File: config.mk
export PLATFORM = sky130hd
export DESIGN_NAME = serial_word_collector
export DESIGN_NICKNAME = d
export VERILOG_FILES = /design/src/rtl/serial_word_collector.sv
export SDC_FILE = /design/constraint.sdc
export NUM_CORES = 1
export LEC_CHECK = 0
export ABC_AREA = 1
export BUFFER_PORTS_ARGS = -buffer_cell sky130_fd_sc_hd__buf_2
export CAP_MARGIN = 20
export CORE_ASPECT_RATIO = 1.25
export CORE_MARGIN = 2
export CORE_UTILIZATION = 65
export CTS_CLUSTER_DIAMETER = 150
export DETAILED_ROUTE_END_ITERATION = 16
export GPL_TIMING_DRIVEN = 0
export PLACE_DENSITY = 0.89
export REMOVE_ABC_BUFFERS = 1
export SLEW_MARGIN = 20
export SYNTH_ARGS = -nofsm -noshare
export SYNTH_HDL_FRONTEND = slang
export SYNTH_SLANG_ARGS = --single-unit
File: constraint.sdc
create_clock -name CLK -period 5.8 [get_ports CLK]
set_input_delay 0.58 -clock CLK [delete_from_list [all_inputs] [get_ports CLK]]
set_output_delay 0.58 -clock CLK [all_outputs]
set_load 0.02 [all_outputs]
File: src/rtl/serial_word_collector.sv
// serial_word_collector: hunts for a sync nibble in a serial bit stream,
// assembles the following WORD_W data bits into a word and queues it in a
// 2-entry FIFO with a valid/ready output interface.
// Optional feature macro: PARITY_CHECK_EN (adds an even-parity bit per frame).
module serial_word_collector #(
   parameter int unsigned       WORD_W   = 8,
   parameter int unsigned       SYNC_W   = 4,
   parameter logic [SYNC_W-1:0] SYNC_PAT = 4'b0110
) (
   input  logic              CLK,
   input  logic              RESET_L,
   input  logic              BIT_VLD,
   input  logic              BIT_IN,
   input  logic              DIR,
   input  logic              WORD_RDY,
   input  logic              CLR_FLAGS,
   output logic [WORD_W-1:0] WORD_OUT,
   output logic              WORD_VLD,
   output logic              LOCKED,
   output logic              OVF,
   output logic              PAR_ERR
);

   localparam int unsigned BCNT_W = $clog2(WORD_W) + 1;
   localparam int unsigned WCNT_W = $clog2(SYNC_W) + 1;

`ifdef PARITY_CHECK_EN
   typedef enum logic [1:0] {
      S_HUNT    = 2'd0,
      S_COLLECT = 2'd1,
      S_PARITY  = 2'd2
   } state_t;
`else
   typedef enum logic [1:0] {
      S_HUNT    = 2'd0,
      S_COLLECT = 2'd1
   } state_t;
`endif

   state_t              r_state;
   state_t              w_state_nxt;
   logic [SYNC_W-1:0]   r_win;
   logic [SYNC_W-1:0]   w_win_nxt;
   logic [WCNT_W-1:0]   r_win_cnt;
   logic [WCNT_W-1:0]   w_win_cnt_nxt;
   logic [BCNT_W-1:0]   r_bit_cnt;
   logic [BCNT_W-1:0]   w_bit_cnt_nxt;
   logic [WORD_W-1:0]   r_shift;
   logic [WORD_W-1:0]   w_shift_nxt;
   logic                r_dir;
   logic                w_dir_nxt;
   logic                w_push;
   logic [WORD_W-1:0]   w_push_data;

   logic [SYNC_W-1:0]   w_win_shift;
   logic [WCNT_W-1:0]   w_win_cnt_inc;
   logic                w_dir_use;
   logic [WORD_W-1:0]   w_shift_in;
   logic                w_last_bit;

`ifdef PARITY_CHECK_EN
   logic                r_par;
   logic                w_par_nxt;
   logic                w_par_fail;
   logic                r_par_err;
`endif

   // FIFO storage and output registers
   logic [WORD_W-1:0]   r_mem [2];
   logic                r_rd_ptr;
   logic                r_wr_ptr;
   logic [1:0]          r_count;
   logic [1:0]          w_count_nxt;
   logic                w_rd_ptr_nxt;
   logic                w_wr_ptr_nxt;
   logic                w_pop;
   logic                w_full;
   logic                w_accept;
   logic                w_drop;
   logic [WORD_W-1:0]   w_head_nxt;
   logic [WORD_W-1:0]   r_word_out;
   logic                r_word_vld;
   logic                r_locked;
   logic                r_ovf;

   // Datapath helpers: window shift, saturating count, direction-aware word shift
   assign w_win_shift   = {r_win[SYNC_W-2:0], BIT_IN};
   assign w_win_cnt_inc = (r_win_cnt == WCNT_W'(SYNC_W)) ? r_win_cnt : r_win_cnt + WCNT_W'(1);
   assign w_dir_use     = (r_bit_cnt == '0) ? DIR : r_dir;
   assign w_shift_in    = w_dir_use ? {r_shift[WORD_W-2:0], BIT_IN} : {BIT_IN, r_shift[WORD_W-1:1]};
   assign w_last_bit    = (r_bit_cnt == BCNT_W'(WORD_W - 1));

   // Next-state and frame-assembly logic
   always_comb begin
      w_state_nxt   = r_state;
      w_win_nxt     = r_win;
      w_win_cnt_nxt = r_win_cnt;
      w_bit_cnt_nxt = r_bit_cnt;
      w_shift_nxt   = r_shift;
      w_dir_nxt     = r_dir;
      w_push        = 1'b0;
      w_push_data   = r_shift;
`ifdef PARITY_CHECK_EN
      w_par_nxt     = r_par;
      w_par_fail    = 1'b0;
`endif
      if (BIT_VLD) begin
         case (r_state)
            S_HUNT: begin
               w_win_nxt     = w_win_shift;
               w_win_cnt_nxt = w_win_cnt_inc;
               if ((w_win_cnt_inc == WCNT_W'(SYNC_W)) && (w_win_shift == SYNC_PAT)) begin
                  w_state_nxt   = S_COLLECT;
                  w_bit_cnt_nxt = '0;
`ifdef PARITY_CHECK_EN
                  w_par_nxt     = 1'b0;
`endif
               end
            end
            S_COLLECT: begin
               w_shift_nxt = w_shift_in;
               w_dir_nxt   = w_dir_use;
`ifdef PARITY_CHECK_EN
               w_par_nxt   = r_par ^ BIT_IN;
`endif
               if (w_last_bit) begin
                  w_bit_cnt_nxt = '0;
                  w_win_nxt     = '0;
                  w_win_cnt_nxt = '0;
`ifdef PARITY_CHECK_EN
                  w_state_nxt   = S_PARITY;
`else
                  w_state_nxt   = S_HUNT;
                  w_push        = 1'b1;
                  w_push_data   = w_shift_in;
`endif
               end else begin
                  w_bit_cnt_nxt = r_bit_cnt + BCNT_W'(1);
               end
            end
`ifdef PARITY_CHECK_EN
            S_PARITY: begin
               w_state_nxt = S_HUNT;
               if (BIT_IN == r_par) begin
                  w_push = 1'b1;
               end else begin
                  w_par_fail = 1'b1;
               end
            end
`endif
            default: begin
               w_state_nxt = S_HUNT;
            end
         endcase
      end
   end

   // FIFO control: accept/drop decision, occupancy and next head value
   assign w_pop        = r_word_vld & WORD_RDY;
   assign w_full       = (r_count == 2'd2);
   assign w_accept     = w_push & (~w_full | w_pop);
   assign w_drop       = w_push & w_full & ~w_pop;
   assign w_rd_ptr_nxt = r_rd_ptr ^ w_pop;
   assign w_wr_ptr_nxt = r_wr_ptr ^ w_accept;

   always_comb begin
      w_count_nxt = r_count;
      w_head_nxt  = r_word_out;
      if (w_accept && !w_pop) begin
         w_count_nxt = r_count + 2'd1;
      end else if (!w_accept && w_pop) begin
         w_count_nxt = r_count - 2'd1;
      end
      if (w_count_nxt != 2'd0) begin
         if (w_accept && (r_wr_ptr == w_rd_ptr_nxt)) begin
            w_head_nxt = w_push_data;
         end else begin
            w_head_nxt = r_mem[w_rd_ptr_nxt];
         end
      end
   end

   // State, datapath, FIFO and flag registers
   always_ff @(posedge CLK or negedge RESET_L) begin
      if (!RESET_L) begin
         r_state    <= S_HUNT;
         r_win      <= '0;
         r_win_cnt  <= '0;
         r_bit_cnt  <= '0;
         r_shift    <= '0;
         r_dir      <= 1'b0;
         r_mem[0]   <= '0;
         r_mem[1]   <= '0;
         r_rd_ptr   <= 1'b0;
         r_wr_ptr   <= 1'b0;
         r_count    <= 2'd0;
         r_word_out <= '0;
         r_word_vld <= 1'b0;
         r_locked   <= 1'b0;
         r_ovf      <= 1'b0;
`ifdef PARITY_CHECK_EN
         r_par      <= 1'b0;
         r_par_err  <= 1'b0;
`endif
      end else begin
         r_state    <= w_state_nxt;
         r_win      <= w_win_nxt;
         r_win_cnt  <= w_win_cnt_nxt;
         r_bit_cnt  <= w_bit_cnt_nxt;
         r_shift    <= w_shift_nxt;
         r_dir      <= w_dir_nxt;
         if (w_accept) begin
            r_mem[r_wr_ptr] <= w_push_data;
         end
         r_rd_ptr   <= w_rd_ptr_nxt;
         r_wr_ptr   <= w_wr_ptr_nxt;
         r_count    <= w_count_nxt;
         r_word_out <= w_head_nxt;
         r_word_vld <= (w_count_nxt != 2'd0);
         r_locked   <= (w_state_nxt != S_HUNT);
         r_ovf      <= w_drop | (r_ovf & ~CLR_FLAGS);
`ifdef PARITY_CHECK_EN
         r_par      <= w_par_nxt;
         r_par_err  <= w_par_fail | (r_par_err & ~CLR_FLAGS);
`endif
      end
   end

   assign WORD_OUT = r_word_out;
   assign WORD_VLD = r_word_vld;
   assign LOCKED   = r_locked;
   assign OVF      = r_ovf;
`ifdef PARITY_CHECK_EN
   assign PAR_ERR  = r_par_err;
`else
   assign PAR_ERR  = 1'b0;
`endif

endmodule

## Word-level counts from Yosys, hierarchy flattened

Cells that the tools add are included.

| word-level totals | value |
|---|---|
| flip-flop bits (word level) | 52 |
| input bits | 7 |
| word-level logic and storage cells | 89 |

| cells by class | value |
|---|---|
| $add $sub $neg | 4 |
| order comparisons | 3 |
| equality and inequality tests | 9 |
| multiplexer cells | 29 |
| bitwise gates (word level) | 14 |
| reductions and logical operators | 15 |

Operators by type and width:

| operator | number |
|---|---|
| 8-bit 2-to-1 mux | 9 |
| 16-bit bitwise mux | 1 |
| 3-bit case mux with 2 select lines | 2 |
| 2-bit 2-to-1 mux | 5 |
| 3-bit 2-to-1 mux | 3 |
| 8-bit demux with 1-bit select | 1 |
| 4-bit by 3-bit == test with 1-bit output (second input constant) | 2 |
| 4-bit 2-to-1 mux | 2 |
| 4-bit case mux with 2 select lines | 1 |
| 3-bit == test (second input constant) | 2 |
| 3-bit AND reduction | 2 |
| 2-bit nonzero test | 3 |
| 1-bit AND | 5 |
| 1-bit logical AND | 5 |
| 4-bit by 1-bit adder with 4-bit output (second input constant) | 1 |
| 2-bit greater-or-equal comparator (second input constant) | 2 |
| 4-bit logical NOT | 1 |
| 1-bit 2-to-1 mux | 4 |
| 2-bit != test (second input constant) | 2 |
| 1-bit NOT with 2-bit output | 2 |
| 2-bit case mux with 2 select lines | 1 |
| 3-bit by 1-bit adder with 3-bit output (second input constant) | 1 |
| 1-bit NOT | 3 |
| 2-bit by 1-bit adder with 2-bit output (second input constant) | 1 |
| 10 further kinds | 13 |

## Logic depth before layout (Yosys ltp)

| logic depth | value |
|---|---|
| depth after elaboration | 10 |
| mapped depth | 11 |
| mapped depth without buffers | 11 |

## Least setup slack after synthesis

OpenSTA, ideal clock, no wires.

| timing path | value |
|---|---|
| path kind | reg-to-reg |
| start point | reg r_bit_cnt[0] |
| end point | reg r_mem[0] in the netlist's numbering |
| arrival | 1.701 ns |
| required time | 5.682 ns |
| slack | 3.981 ns |
| stages on the path, launching flop included | 11 |
| period minus slack after synthesis | 1.819 ns |
| path through | dfrtp_1 -> ha_1 -> nand3b_1 -> nor2_8 -> nand2_4 -> clkinv_4 -> ha_1 -> clkbuf_1 -> inv_1 -> nand2_1 -> nand2_1 |

| on the way | value |
|---|---|
| word-level cells in the longest chain between the ends | 7 |

RTL lines:

| what | RTL line | RTL |
|---|---|---|
| start: declaration | 46 | `logic [BCNT_W-1:0] r_bit_cnt;` |
| start signal: assignment | 209 | `r_bit_cnt <= w_bit_cnt_nxt;` |
| 4-bit logical NOT | 89 | `assign w_dir_use = (r_bit_cnt == '0) ? DIR : r_dir;` |
| 1-bit 2-to-1 mux | 89 |  |
| 8-bit 2-to-1 mux | 90 | `assign w_shift_in = w_dir_use ? {r_shift[WORD_W-2:0], BIT_IN} : {BIT_IN, r_shift[WORD_W-1:1]};` |
| 8-bit 2-to-1 mux | 126 | `if (w_last_bit) begin` |
| 8-bit 2-to-1 mux | 108 | `case (r_state)` |
| 8-bit 2-to-1 mux | 107 | `if (BIT_VLD) begin` |
| 16-bit bitwise mux | 213 | `r_mem[r_wr_ptr] <= w_push_data;` |
| end signal: indexed assignment | 213 |  |
| end: declaration | 69 | `logic [WORD_W-1:0] r_mem [2];` |

Parallel ways exist; a longest one is shown, timed or not.
A chain may end at the register's enable or synchronous reset.

## Worst setup path after layout

| timing path | value |
|---|---|
| start point | reg r_bit_cnt[0] |
| end point | reg r_mem[2] in the netlist's numbering |

The elaborated chain is that of the path after synthesis.

==> results.toml <==
[power]
switchingPower_mw = 0.751
ir_drop_v = 0.000277
switching_share_pct = 45.4
power_frac_comb_pct = 48.5
power_leakage_nw = 1.65
seqPwrFrac_pct = 36.5
clkPwrFrac_pct = 15.0
p_int_mw = 0.904
power_density_nw_per_um2 = 534

[sta]
tns_ns = 0
fmax_mhz = 481
worstMarginPinSlew_ns = 0.638
final_max_slew_viol_count = 0
timing.final.ws_setup_ns = 3.72
fin_skew_ns = 0.0114
setup_viol = 0
rsz0062_at_grt = "no"
hold_violations = 0
min_period_ns = 2.08
period_share_pct = 35.9
slew_headroom_pct = 57.5

[cells_and_area]
post-route-util_pct = 71.7
diodes = 0
multi_input_area_um2 = 1340
ff_latch_area_um2 = 1300
nets = 387
area_delta_synth_final_pct = 8.31
drive_gt1_share_pct = 13.1
nFillCells = 367

[critical_path]
crit_family = "simple AND/OR/NAND/NOR gates"
required_ns = 6.01
cp_slowest_cell = "dfrtp_1"
cp_slowest_stage_delay_ns = 0.41
worstPathCellList = "ha_1, nand3b_1, nor2_8, nand2_4, clkinv_4, ha_1, inv_1, nand2_1, nand2_1"
critPathKind = "flip-flop to flip-flop"
arrival_ns = 2.29
start_kind = "flip-flop"
cp-end-kind = "flip-flop"
cp_num_buf_inv = 2
crit_fanout = 9

[floorplanning]
rows = 27
pin_count = 19
core_area_um2 = 4320
die_w_um = 63.3
die_y_um = 78.2
start_util_pct = 66.2
dieArea_um2 = 4950

[place]
post-dp-hpwl_um = 4070
pre_cts_ws_ns = 3.70
io_buffers = 17
place_congestion = 0.865

[global_route]
antenna_found_initial = 0
grt_usage_pct = 25.4
grt_start_max_net_pins = 53
grt_pass1_wl_um = 10100
grt_pass1_vias = 2357
grt-ovfl-total = 0

[detailed_routing]
drc = 0
first_iter_violations = 135
wl_per_cell_um = 13.4
dr_total_vias = 2375
first_pass_iters = 5
finalWirelength_um = 5810
via_per_inst = 5.50
antenna_left = 0

[yosys]
ys_ff_latch = 52
syn_avg_cell_area_um2 = 8.06
postSynthCellCount = 355
synth_edf_count = 0
synth_area_um2 = 2860
synth_warnings = 0
ys_types = 30
ys.flop_type = "dfrtp_1"
async_reset_ff_share_pct = 100
ys_seq_area_share_pct = 45.5

[clock_network]
cts_tree = "built"
cts_root_buf = "clkbuf_8"
cts_hold_buf = 0
cts_sinks = 52
cts_buffers = 5
ctsResizeCount = 0
clockBufferDepth = 2
cts_htree_levels = 2
cts_setup_buffers = 0
clkTransAtPathRegs_ns = 0.10
insertion_delay_ns = 0.31

[run]
cap_violations = 0

[outcome]
status = "completed"

[min_path]
worst_hold_path_type = "input pin to async pin"
==> metrics by stage <==
step	hold slack (ns)	total power, mW	cells	instance area (µm²)
6_report	0.293	1.66	432	3100
4_1_cts	0.455	1.65	432	3100
3_3_place_gp	0.462	1.35	424	2990
3_5_place_dp	0.465	1.40	424	2990
5_1_grt	0.348	1.80	432	3100
2_1_floorplan	0.284	1.21	349	2830
==> cells by family (layout without fill, tap and decap cells) <==
kind of cell,after synthesis,in the layout,synth area share (%)
other cells,1,1,0.131
simple gates,201,201,35.9
xor+xnor,2,2,0.612
buf+inv,54,73,7.65
flops,52,52,45.5
fa+ha+maj,7,7,3.06
compound gates,38,38,7.17
==> worst paths after layout <==
check / end / slack (ns) / cells past startpoint / startpoint
min: r_win[2] / 0.29 / 1 / RESET_L
min in group CLK: OVF / 0.46 / 2 / CLR_FLAGS
max reg2reg: r_mem[2] / 3.72 / 9 / r_bit_cnt[0]
max in group asynchronous: r_bit_cnt[2] / 5.09 / 1 / RESET_L
max: r_mem[2] / 3.72 / 9 / r_bit_cnt[0]
min reg2reg: r_mem[5] / 0.49 / 2 / r_mem[5]
==> sequential cells by signal (all words and copies together), names as in the netlist, 2 cells and up <==
| name | flops |
|---|---|
| WORD_OUT | 8 |
| r_bit_cnt | 4 |
| r_count | 2 |
| r_mem | 16 |
| r_shift | 8 |
| r_state | 2 |
| r_win | 3 |
| r_win_cnt | 3 |
==> cells in the final DEF (no fill, tap or decap), types with 2 or more instances in the layout <==
cell / instances
a31oi_1: 5
buf_2: 16
clkbuf_8: 5
dfrtp_1: 52
ha_1: 7
inv_1: 42
inv_2: 5
nand2_1: 105
nand2_2: 2
nand2_4: 4
nand2_8: 2
nand3_1: 69
nand3_2: 2
nor2_1: 5
nor2_8: 4
nor3_1: 2
o21ai_0: 29
o31ai_1: 2
xor2_1: 2
==> worst reg2reg max path, delay by kind of cell, from the launching register on <==
kind / cells / cell delay (ns)
fa+ha+maj: 2 / 0.54
flops: 1 / 0.41
simple gates: 5 / 0.72
buf+inv: 2 / 0.32
==> cells in the mapped netlist, drive strengths merged (4+ instances only) <==
master,instances,share of area [%]
nand2,113,17
nand3,72,13
dfrtp,52,45
inv,47,6.2
o21ai,29,5.1
nor2,10,3.8
ha,7,3.1
a31oi,5,1.1
clkbuf,4,0.52
==> metal layers <==
layer	GRT usage (%)	routed length (µm)
met3	3.58	187
met4	11.3	83
met2	45.9	3060
met1	29.6	2480
met5	0	0
==> power by group through the flow <==
stage | logic (mW) | clock network (mW) | registers, mW
detailed placement | 0.789 | 0 | 0.608
CTS | 0.803 | 0.250 | 0.602
floorplan | 0.580 | 0 | 0.634
global placement | 0.755 | 0 | 0.600
global route | 0.913 | 0.263 | 0.619
finish | 0.803 | 0.248 | 0.604
==> final cells by class <==
type                            instances  share of cell area [%]
Clock inverter                          3                    1.37
Clock buffer                            5                    2.22
Sequential cell                        52                    42.0
Inverter                               48                    5.97
Multi-Input combinational cell        249                    43.3
Timing Repair Buffer                   17                    2.83
Tap cell                               58                    2.34
(Power assumes the default switching activity.)
